### src/rtl/fetch_redirect.sv
// Fetch-side PC sequencer: sequential fetch, delay-slot issue, hold on branch operand tags, redirect to target.
// Latency: accept in cycle n -> issueValid in n+1; fastest branch -> pc=target/redirect at accept+3.
// Backpressure: stall or !imemValid holds pc and state in RUN/SLOT; WAIT ignores stall and waits on Qj/Qk.
//
// Ports:
//   clk, reset (sync, active-high), flush/flushAddr (external redirect, beats normal flow)
//   imemData/imemValid  : instruction word at pc and its valid
//   stall               : dispatch cannot take an instruction this cycle
//   Qj, Qk              : reservation tags of the held branch's rs/rt (0 = ready)
//   targetAddr          : resolved next PC from the branch unit
//   pc, fetchReq        : current fetch address and fetch request (RUN or SLOT)
//   issueValid/Inst/Addr: registered one-cycle issue of each accepted instruction
//   brInst, brAddr      : held control instruction and its address for the branch unit
//   redirect            : one-cycle pulse when pc was loaded from targetAddr
//   jrstall             : WAIT state with rs tag still pending
module fetch_redirect #(
   parameter logic [31:0] RESET_VECTOR = 32'h0000_0000
) (
   input  logic        clk,
   input  logic        reset,
   input  logic        flush,
   input  logic [31:0] flushAddr,
   input  logic [31:0] imemData,
   input  logic        imemValid,
   input  logic        stall,
   input  logic [4:0]  Qj,
   input  logic [4:0]  Qk,
   input  logic [31:0] targetAddr,
   output logic [31:0] pc,
   output logic        fetchReq,
   output logic        issueValid,
   output logic [31:0] issueInst,
   output logic [31:0] issueAddr,
   output logic [31:0] brInst,
   output logic [31:0] brAddr,
   output logic        redirect,
   output logic        jrstall
);

   localparam logic [1:0] ST_RUN  = 2'd0;
   localparam logic [1:0] ST_SLOT = 2'd1;
   localparam logic [1:0] ST_WAIT = 2'd2;

   logic [1:0] state;
   logic       accept;
   logic       is_ctrl;
   logic       br_uncond;
   logic       br_ready;

   // Decode of the incoming word: j/jal/beq/bne, bltz/bgez (REGIMM rt 0/1), jr.
   always_comb begin
      is_ctrl = 1'b0;
      case (imemData[31:26])
         6'd2, 6'd3, 6'd4, 6'd5: is_ctrl = 1'b1;
         6'd1:                   is_ctrl = (imemData[20:16] == 5'd0) || (imemData[20:16] == 5'd1);
         6'd0:                   is_ctrl = (imemData[5:0] == 6'd8);
         default:                is_ctrl = 1'b0;
      endcase
   end

   // j/jal/jr have no rt operand, so the rt tag must not hold them.
   always_comb begin
      br_uncond = 1'b0;
      case (brInst[31:26])
         6'd2, 6'd3: br_uncond = 1'b1;
         6'd0:       br_uncond = (brInst[5:0] == 6'd8);
         default:    br_uncond = 1'b0;
      endcase
   end

   assign br_ready = (Qj == 5'd0) && (br_uncond || (Qk == 5'd0));
   assign fetchReq = (state == ST_RUN) || (state == ST_SLOT);
   assign accept   = fetchReq && imemValid && !stall;
   assign jrstall  = (state == ST_WAIT) && (Qj != 5'd0);

   always_ff @(posedge clk) begin
      if (reset) begin
         pc         <= RESET_VECTOR;
         state      <= ST_RUN;
         issueValid <= 1'b0;
         issueInst  <= 32'd0;
         issueAddr  <= 32'd0;
         brInst     <= 32'd0;
         brAddr     <= 32'd0;
         redirect   <= 1'b0;
      end else if (flush) begin
         // Any accept in this cycle is dropped; the held branch is left untouched.
         pc         <= flushAddr;
         state      <= ST_RUN;
         issueValid <= 1'b0;
         redirect   <= 1'b0;
      end else begin
         issueValid <= accept;
         redirect   <= 1'b0;
         if (accept) begin
            issueInst <= imemData;
            issueAddr <= pc;
         end
         case (state)
            ST_RUN: begin
               if (accept) begin
                  pc <= pc + 32'd4;
                  if (is_ctrl) begin
                     brInst <= imemData;
                     brAddr <= pc;
                     state  <= ST_SLOT;
                  end
               end
            end
            ST_SLOT: begin
               // Delay slot already sits at pc; issue it without advancing.
               if (accept) state <= ST_WAIT;
            end
            ST_WAIT: begin
               if (br_ready) begin
                  pc       <= targetAddr;
                  redirect <= 1'b1;
                  state    <= ST_RUN;
               end
            end
            default: state <= ST_RUN;
         endcase
      end
   end

endmodule

### config.mk
export PLATFORM = sky130hd
export DESIGN_NAME = fetch_redirect
export DESIGN_NICKNAME = d
export VERILOG_FILES = /design/src/rtl/fetch_redirect.sv
export SDC_FILE = /design/constraint.sdc
export NUM_CORES = 1
export LEC_CHECK = 0
export CAP_MARGIN = 30
export CORE_UTILIZATION = 49
export CTS_BUF_LIST = sky130_fd_sc_hd__clkbuf_4 sky130_fd_sc_hd__clkbuf_8
export DETAILED_ROUTE_END_ITERATION = 8
export PLACE_DENSITY = 0.88
export REMOVE_ABC_BUFFERS = 1
export SYNTH_ARGS = -nofsm -noshare
export SYNTH_HDL_FRONTEND = slang
export SYNTH_SLANG_ARGS = --single-unit
### constraint.sdc
create_clock -name clk -period 3.5 [get_ports clk]
set_clock_uncertainty 0.1 [all_clocks]
set_input_delay 0.7 -clock clk [delete_from_list [all_inputs] [get_ports clk]]
set_output_delay 0.7 -clock clk [all_outputs]
set_load 0.02 [all_outputs]
==> impl_metrics.csv, run 1 <==
group,metric,value,unit
grt,grt_pass1_wl,35000,um
finish,drive_gt1_share,6.09,%
routing,drcViolationCount,0,
grt,grt_max_degree,61,
clocking,clockRootBuffer,"clkbuf_8",
logic_synthesis,synthCells,931,
floorplanning,start_util,50.7,%
power,power_leakage,3.42,nW
routing,wl_per_cell,17.0,um
sta,rsz0062_at_grt,"no",
placement,port_buffers,274,
sta,post-route-period-util,82.6,%
clocking,htreeDepth,4,
finish,final_common_cell,"nand2_1",
routing,vias,7587,
grt,gr-total-overflow,0,
setup_path,cp-end-kind,"primary output",
finish,insertedDiodeCount,0,
finish,nFillCells,1127,
logic_synthesis,synthDominantCellAreaShare,46.3,%
min_path,hold_path_class,"reg -> reg",
clocking,postCtsSetupRepairBufs,0,
job,maxCapViolCount,0,
sta,period_minus_slack,2.89,ns
finish,mostFrequentLayoutCells,"279 x nand2_1, 272 x clkdlybuf4s50_1, 164 x dfxtp_1, 159 x a21oi_1, 39 x nor2_1",
finish,postLayoutCellArea,10300,um^2
logic_synthesis,ys_ff_latch,164,
clocking,clock-sinks,164,
power,finalPower,0.00385,W
placement,routabilityCongestion,0.890,
logic_synthesis,yosysTopAreaCell,"dfxtp_1",
floorplanning,fp.dieH,122,um
logic_synthesis,yosys-top-cells-area,"dfxtp_1 46%, nand2_1 15%, a21oi_1 11%",
floorplanning,pin_count,275,
finish,stdcell_count,1362,
power,ir_drop,0.241,mV
min_path,holdPathStages,2,
floorplanning,fp.dieArea,15000,um^2
logic_synthesis,mappedNetlistArea,7090,um^2
sta,slew_headroom,51.7,%
floorplanning,rows,43,
setup_path,critPathMaxFanout,2,
logic_synthesis,synth-seq-area-share,46.3,%
routing,drt-vias-per-instance,5.57,
sta,setup_viol,0,
routing,ant_nets,0,
setup_path,path_class,"in -> out",
logic_synthesis,synth_edf_count,0,
sta,worst_pin_slew,0.723,ns
logic_synthesis,synth.distinct_cells,60,
outcome,status,"finished, final reports clean",
placement,placed_cells,1330,
clocking,numCtsBuffers,17,
clocking,clock_latency,0.47,ns
grt,grt_use_total,30.0,%
clocking,cts_resized,0,
sta,drv_slew,0,
logic_synthesis,async_flop_share,0,%
logic_synthesis,ys.flop_type,"dfxtp_1",
floorplanning,core,14000,um^2
clocking,clk_pin_slew,0.09,ns
finish,fin_util,73.6,%
finish,regArea,3280,um^2
placement,dpl.hpwl,16100,um
logic_synthesis,syn_area_per_cell,7.62,um^2
floorplanning,die_x,122,um
sta,fmax,0.346,GHz
setup_path,start_kind,"primary input",
placement,dpl_cell_area,9910,um^2
finish,syn_to_final_growth,45.1,%
routing,wl,23100,um
sta,hold_viol,0,
clocking,cts_hold_buf,0,
grt,antenna_found_initial,0,
setup_path,rr_worst_depth,8,
clocking,cts_tree,"yes",
grt,grt_pass1_vias,6956,
setup_path,required,2.70,ns
finish,multi_input_area,3460,um^2
routing,drtIter0Drc,519,
routing,dr.pass1.iters,5,
setup_path,worst_ep_arrival_time,2.09,ns
logic_synthesis,synth_warnings,0,
clocking,clk_path_buf_depth,2,
finish,fin_nets,1281,
power,p_per_area,374,nW/um^2
-- worst paths after layout --
check	slack (ns)	startpoint	endpoint
max	0.61	Qj[1]	jrstall
min	0.35	brInst[16]$_SDFFE_PP0P_	brInst[16]$_SDFFE_PP0P_
max reg2reg	0.97	pc[3]$_SDFFE_PP0P_	pc[30]$_SDFFE_PP0P_
min reg2reg	0.35	brInst[16]$_SDFFE_PP0P_	brInst[16]$_SDFFE_PP0P_
-- metrics by stage --
step | worst slack (ns) | hold slack [ns] | TNS [ns]
3_5_place_dp | 0.570 | 0.342 | 0
3_3_place_gp | 0.573 | 0.337 | 0
2_1_floorplan | -1.01 | 0.398 | -98.42
4_1_cts | 0.576 | 0.354 | 0
5_1_grt | 0.514 | 0.369 | 0
6_report | 0.609 | 0.352 | 0
-- cells by family after synthesis --
logic type / after synthesis / synth area share, %
AOI/OAI and AO/OA: 262 / 21.9
buffers and inverters: 86 / 5.42
DFF: 164 / 46.3
xor gates and xnor gates: 7 / 0.864
muxes: 3 / 0.423
and+or+nand+nor: 408 / 24.9
adders and majority gates: 1 / 0.176
-- metal layers --
layer  global-route usage, %  wire length [um]  vias to the layer above
met5                       0                 0                        -
met4                    9.07               336                        0
met3                    10.1              2180                       30
met2                    51.8             11300                      322
met1                    34.9              9250                     3548
li1                        -                 -                     3687
-- where the power goes --
part	leakage (nW)	switching, W	internal [W]	total (W)
combinational	1.91	0.000247	0.000255	0.000502
clock	0.184	0.000773	0.000590	0.00136
sequential	1.33	0.0000702	0.00191	0.00198
-- sequential cells by signal, summed over array words and instances (netlist names) --
name,cells
brAddr,32
brInst,32
pc,32
issueInst,32
redirect,1
issueAddr,32
state,2
issueValid,1
-- synthesized netlist by cell type (2+ instances only) --
master,n
o211a_1,2
o221a_2,2
a211oi_1,17
nor3b_1,2
inv_1,10
nor3_1,20
o2111ai_1,3
o21ai_0,33
nor4_1,8
a221o_1,3
buf_4,7
or3_1,3
nor2_1,40
nand2b_1,5
and2_1,2
buf_6,2
nand2_1,279
nand3_1,16
a22oi_1,3
nor4b_1,3
o31ai_1,4
xnor2_1,2
and3_1,8
clkbuf_1,53
nand4_1,9
buf_2,12
a21oi_1,159
a31oi_1,2
nor2b_1,2
xor2_1,5
mux2i_1,3
dfxtp_1,164
and4_1,2
a22o_1,2
a211o_1,4
o211ai_1,16
-- critical path: stages --
cell and delay, ns:
clkdlybuf4s50_1 0.41, nor3_1 0.29, a21oi_1 0.14, clkdlybuf4s50_1 0.56
-- cell type report --
| type | count | area share, % |
|---|---|---|
| well taps | 180 | 2.19 |
| multi-input cells | 681 | 33.6 |
| inverters | 10 | 0.365 |
| repair buffers | 295 | 28.2 |
| clock buffers | 18 | 2.35 |
| flip-flops and latches | 164 | 31.9 |
| clock inverters | 14 | 1.40 |
Note: power is estimated with default switching activity, not from simulation.
==> run 2, diff against run 1 <==
Settings changed: CORE_UTILIZATION 49 to 45, PLACE_DENSITY 0.88 to 0.82.
Clock period 3.5 ns to 2.83 ns, I/O delays scaled along.
==> run 2 against run 1 <==
Compared with the run above: critical path depth is the same; register-to-register slack worse by 0.51 ns; die area is 8.7% higher; sequential power rose by 22%; cell count grew 4.0%; sequential share of layout area is 0.84 points lower; via count grew 1.7%.
==> impl_metrics.csv, run 2 (synthesis results as in run 1) <==
group,metric,value,unit
outcome,status,"finished, final reports clean",
setup_path,worst_ep_arrival_time,1.93,ns
setup_path,crit_path_top_delay_cell,"clkdlybuf4s50_1",
clocking,clk_path_buf_depth,2,
setup_path,r2r-end,"pc[25]$_SDFFE_PP0P_",
min_path,hold_path_class,"reg -> reg",
floorplanning,pin_count,275,
min_path,min_from,"brAddr[25]$_SDFFE_PP0P_",
clocking,numCtsBuffers,17,
min_path,holdPathStages,2,
finish,postLayoutCellArea,10600,um^2
finish,mostFrequentLayoutCells,"279 x nand2_1, 272 x clkdlybuf4s50_1, 164 x dfxtp_1, 159 x a21oi_1, 40 x buf_4",
placement,port_buffers,274,
clocking,clock-sinks,164,
placement,dpl.hpwl,17000,um
setup_path,r2r_start,"pc[5]$_SDFFE_PP0P_",
finish,insertedDiodeCount,0,
sta,worst_pin_slew,0.513,ns
setup_path,path_cells,"clkdlybuf4s50_1 -> nor3_1 -> a21oi_1 -> clkdlybuf4s50_1",
setup_path,cpPeakStageDelay,0.69,ns
min_path,holdPathEnd,"brAddr[25]$_SDFFE_PP0P_",
power,ir_drop,0.251,mV
clocking,cts_resized,0,
clocking,clockRootBuffer,"clkbuf_8",
job,maxCapViolCount,0,
floorplanning,fp.dieH,128,um
sta,hold_viol,0,
finish,fin_nets,1305,
grt,grt_use_met1,33.3,%
routing,drt-vias-per-instance,5.45,
setup_path,cp-end-kind,"primary output",
finish,multi_input_area,3460,um^2
sta,rsz0062_at_grt,"no",
floorplanning,die_x,128,um
floorplanning,fp.dieArea,16300,um^2
clocking,htreeDepth,4,
floorplanning,rows,45,
grt,gr-usage-met2,50.7,%
clocking,clk_pin_slew,0.08,ns
setup_path,critPathBufInv,2,
grt,grt_pass1_wl,36700,um
clocking,clock_latency,0.44,ns
placement,dpl_cell_area,10200,um^2
sta,drv_slew,0,
setup_path,rr_worst_depth,6,
finish,regArea,3280,um^2
grt,grt_use_total,28.7,%
setup_path,critPathMaxFanout,2,
power,finalPower,0.00478,W
grt,antenna_found_initial,0,
grt,globalRouteMet3Util,8.04,%
grt,top_usage_layer,"met2",
sta,period_minus_slack,2.59,ns
clocking,cts_tree,"yes",
grt,grt_max_degree,46,
clocking,postCtsSetupRepairBufs,0,
routing,drtIter0Drc,562,
sta,setup_viol,0,
finish,drive_gt1_share,7.88,%
floorplanning,start_util,46.3,%
finish,nFillCells,1288,
setup_path,crit_top_cell,"clkdlybuf4s50_1",
power,power_leakage,3.58,nW
clocking,cts_hold_buf,0,
finish,final_common_cell,"nand2_1",
setup_path,r2r_slack,0.46,ns
routing,wl,23600,um
grt,gr-total-overflow,0,
sta,fmax,0.386,GHz
routing,dr.pass1.iters,5,
setup_path,start_kind,"primary input",
routing,vias,7717,
routing,wl_per_cell,16.7,um
placement,routabilityCongestion,0.878,
setup_path,startpoint,"Qj[3]",
sta,slew_headroom,65.8,%
setup_path,path_class,"in -> out",
routing,ant_nets,0,
grt,grt_pass1_vias,7207,
sta,post-route-period-util,91.6,%
routing,drcViolationCount,0,
finish,syn_to_final_growth,49.0,%
sta,setup_tns,0,ns
power,p_per_area,452,nW/um^2
setup_path,required,2.16,ns
setup_path,crit_family,"buffers and inverters",
floorplanning,core,15300,um^2
==> run 2: changes by cell type in the layout (fill, tap and decap cells not counted), sizes merged <==
cell / previous run / this run
buf: 23 / 47
clkbuf: 18 / 19
clkinv: 3 / 4
inv: 16 / 15
clkinvlp: 4 / 2
==> run 2: worst min-delay path: cells and delay by family, from the launching register on <==
kind | cells | cell delay (ns)
DFF | 1 | 0.31
AOI/OAI and AO/OA | 1 | 0.05
and+or+nand+nor | 1 | 0.05
==> run 2: per-stage QoR <==
stage / util [%] / worst slack [ns] / std cells / hold slack [ns]
2_1_floorplan: - / -1.55 / 855 / 0.398
3_3_place_gp: 66.5 / 0.132 / 1385 / 0.337
3_5_place_dp: 66.5 / 0.0586 / 1385 / 0.342
4_1_cts: 69.0 / 0.247 / 1416 / 0.354
5_1_grt: 69.0 / 0.161 / 1416 / 0.370
6_report: 69.0 / 0.237 / 1416 / 0.352
==> run 2: where the power goes <==
group	leakage, nW	switching (W)	internal [W]
registers	1.33	0.0000564	0.00236
clock network	0.193	0.000907	0.000758
logic	2.05	0.000347	0.000345
total	3.58	0.00131	0.00347
==> run 2: cell type report <==
class                      instances  share of cell area [%]
timing repair buffer             319                    29.8
clock inverter                    12                    1.15
multi-input combinational        681                    32.7
inverter                          10                   0.355
tap                              211                    2.50
sequential                       164                    31.1
clock buffer                      19                    2.47
==> run 2: routing by layer <==
layer  up-vias  routed length, um
met5         -                  0
met4         0                392
met3        29               2190
met2       351              11700
met1      3611               9390
li1       3726                  -
==> run 2: how the worst max path moves through the flow <==
stage,slack (ns),cells past startpoint,endpoint
6_report,0.24,4,jrstall
5_1_grt,0.16,4,jrstall
4_1_cts,0.25,4,jrstall
3_5_place_dp,0.06,9,pc[25]$_SDFFE_PP0P_
3_3_place_gp,0.13,7,brInst[31]$_SDFFE_PP0P_
2_1_floorplan,-1.55,4,issueAddr[0]$_SDFFE_PP0P_
==> run 3, diff against run 2 <==
Settings changed: RECOVER_POWER from default to 100.
==> run 3 against run 2 <==
Compared with the run above: setup slack gained 0.00057 ns; register-to-register slack lost 0.07 ns; non-clock buffer count unchanged; final area decreased by 0.88%; largest power group unchanged; critical path type is now in -> reg; maximum frequency about the same.
==> impl_metrics.csv, run 3 (synthesis results as in run 1) <==
group,metric,value,unit
placement,routabilityCongestion,0.878,
sta,fmax,0.386,GHz
min_path,holdPathEnd,"brAddr[25]$_SDFFE_PP0P_",
sta,slew_headroom,32.4,%
clocking,clk_pin_slew,0.09,ns
sta,setup_viol,0,
grt,antenna_found_initial,0,
clocking,cts_tree,"yes",
routing,wl_per_cell,16.7,um
floorplanning,rows,45,
power,p_per_area,452,nW/um^2
clocking,cts_hold_buf,0,
clocking,cts_resized,0,
outcome,status,"finished, final reports clean",
finish,postLayoutCellArea,10500,um^2
setup_path,cp-end-kind,"flop",
setup_path,path_class,"in -> reg",
grt,grt_pass1_vias,7207,
clocking,clock-sinks,164,
floorplanning,fp.dieH,128,um
routing,wl,23600,um
power,power_leakage,4.06,nW
floorplanning,pin_count,275,
clocking,numCtsBuffers,17,
grt,grt_max_degree,46,
finish,fin_nets,1305,
sta,worst_pin_slew,1.01,ns
job,maxCapViolCount,0,
setup_path,rr_worst_depth,8,
placement,port_buffers,274,
sta,hold_slack,0.349,ns
clocking,htreeDepth,4,
sta,post-route-period-util,91.6,%
clocking,clock_latency,0.45,ns
placement,dpl_cell_area,10200,um^2
sta,setup_tns,0,ns
setup_path,start_kind,"primary input",
setup_path,worst_ep_arrival_time,2.88,ns
clocking,postCtsSetupRepairBufs,0,
sta,rsz0062_at_grt,"no",
floorplanning,die_x,128,um
sta,drv_slew,0,
sta,period_minus_slack,2.59,ns
setup_path,critPathMaxFanout,38,
finish,final_common_cell,"nand2_1",
routing,drt-vias-per-instance,5.44,
routing,vias,7702,
finish,drive_gt1_share,7.30,%
setup_path,r2r_start,"brInst[28]$_SDFFE_PP0P_",
routing,dr.pass1.iters,5,
floorplanning,fp.dieArea,16300,um^2
finish,insertedDiodeCount,0,
clocking,clk_path_buf_depth,2,
setup_path,required,3.12,ns
grt,grt_pass1_wl,36700,um
routing,drcViolationCount,0,
floorplanning,core,15300,um^2
finish,fin_util,68.4,%
routing,ant_nets,0,
finish,nFillCells,1305,
power,ir_drop,0.251,mV
finish,mostFrequentLayoutCells,"279 x nand2_1, 165 x dlygate4sd3_1, 164 x dfxtp_1, 159 x a21oi_1, 107 x clkdlybuf4s50_1",
sta,hold_viol,0,
setup_path,r2r-end,"pc[4]$_SDFFE_PP0P_",
min_path,hold_path_class,"reg -> reg",
min_path,min_from,"brAddr[25]$_SDFFE_PP0P_",
grt,gr-total-overflow,0,
grt,grt_use_total,28.7,%
placement,dpl.hpwl,17000,um
setup_path,r2r_slack,0.39,ns
routing,drtIter0Drc,484,
finish,syn_to_final_growth,47.7,%
floorplanning,start_util,46.3,%
min_path,holdPathStages,2,
clocking,clockRootBuffer,"clkbuf_8",
## run 3: changes by cell type in the layout (fill, tap and decap cells not counted), sizes merged
| cell | change |
|---|---|
| buf | -11 |
| dlygate4sd3 | +165 |
| clkbuf | +11 |
| clkdlybuf4s50 | -165 |
## run 3: stage by stage
stage | power [W] | setup slack [ns] | cells
CTS | 0.00480 | 0.247 | 1416
global placement | 0.00315 | 0.132 | 1385
finish | 0.00474 | 0.238 | 1416
global route | 0.00491 | 0.0930 | 1416
floorplan | 0.00271 | -1.55 | 855
detailed placement | 0.00316 | 0.0586 | 1385
## run 3: worst max path at each step
stage	from	end	cells after the start
final	imemData[26]	brInst[23]$_SDFFE_PP0P_	8
after global routing	imemData[26]	brInst[23]$_SDFFE_PP0P_	8
after CTS	Qj[3]	jrstall	4
after detailed placement	Qk[0]	pc[25]$_SDFFE_PP0P_	9
after global placement	imemData[26]	brInst[31]$_SDFFE_PP0P_	7
after floorplan	stall	issueAddr[0]$_SDFFE_PP0P_	4
## run 3: metal layers
metal	up-vias	GRT usage, %	wire (um)
met3	29	8.04	1940
li1	3736	-	-
met1	3623	33.3	9610
met5	-	0	0
met4	0	9.73	415
met2	314	50.7	11700
## run 3: worst max-delay path, stage by stage
cell           delay (ns)
dlygate4sd3_1        0.65
nand2b_1             0.09
nor4_1               0.38
o2111ai_1            0.25
nor2_4               0.13
clkbuf_4             0.48
nand2_1              0.15
a21oi_1              0.15
## run 3: layout make-up
class	count	area, um^2	area share, %
timing repair buffer	319	3070	29.3
multi-input combinational	681	3440	32.8
clock buffer	19	262	2.50
clock inverter	12	121	1.16
sequential	164	3280	31.3
tap	211	264	2.52
inverter	10	37.5	0.358
## run 3: where the power goes
| group | internal (W) | switching (W) | total (W) | leakage, nW |
|---|---|---|---|---|
| logic | 0.000314 | 0.000344 | 0.000658 | 2.54 |
| registers | 0.00236 | 0.0000544 | 0.00242 | 1.33 |
| clock network | 0.000758 | 0.000907 | 0.00166 | 0.193 |
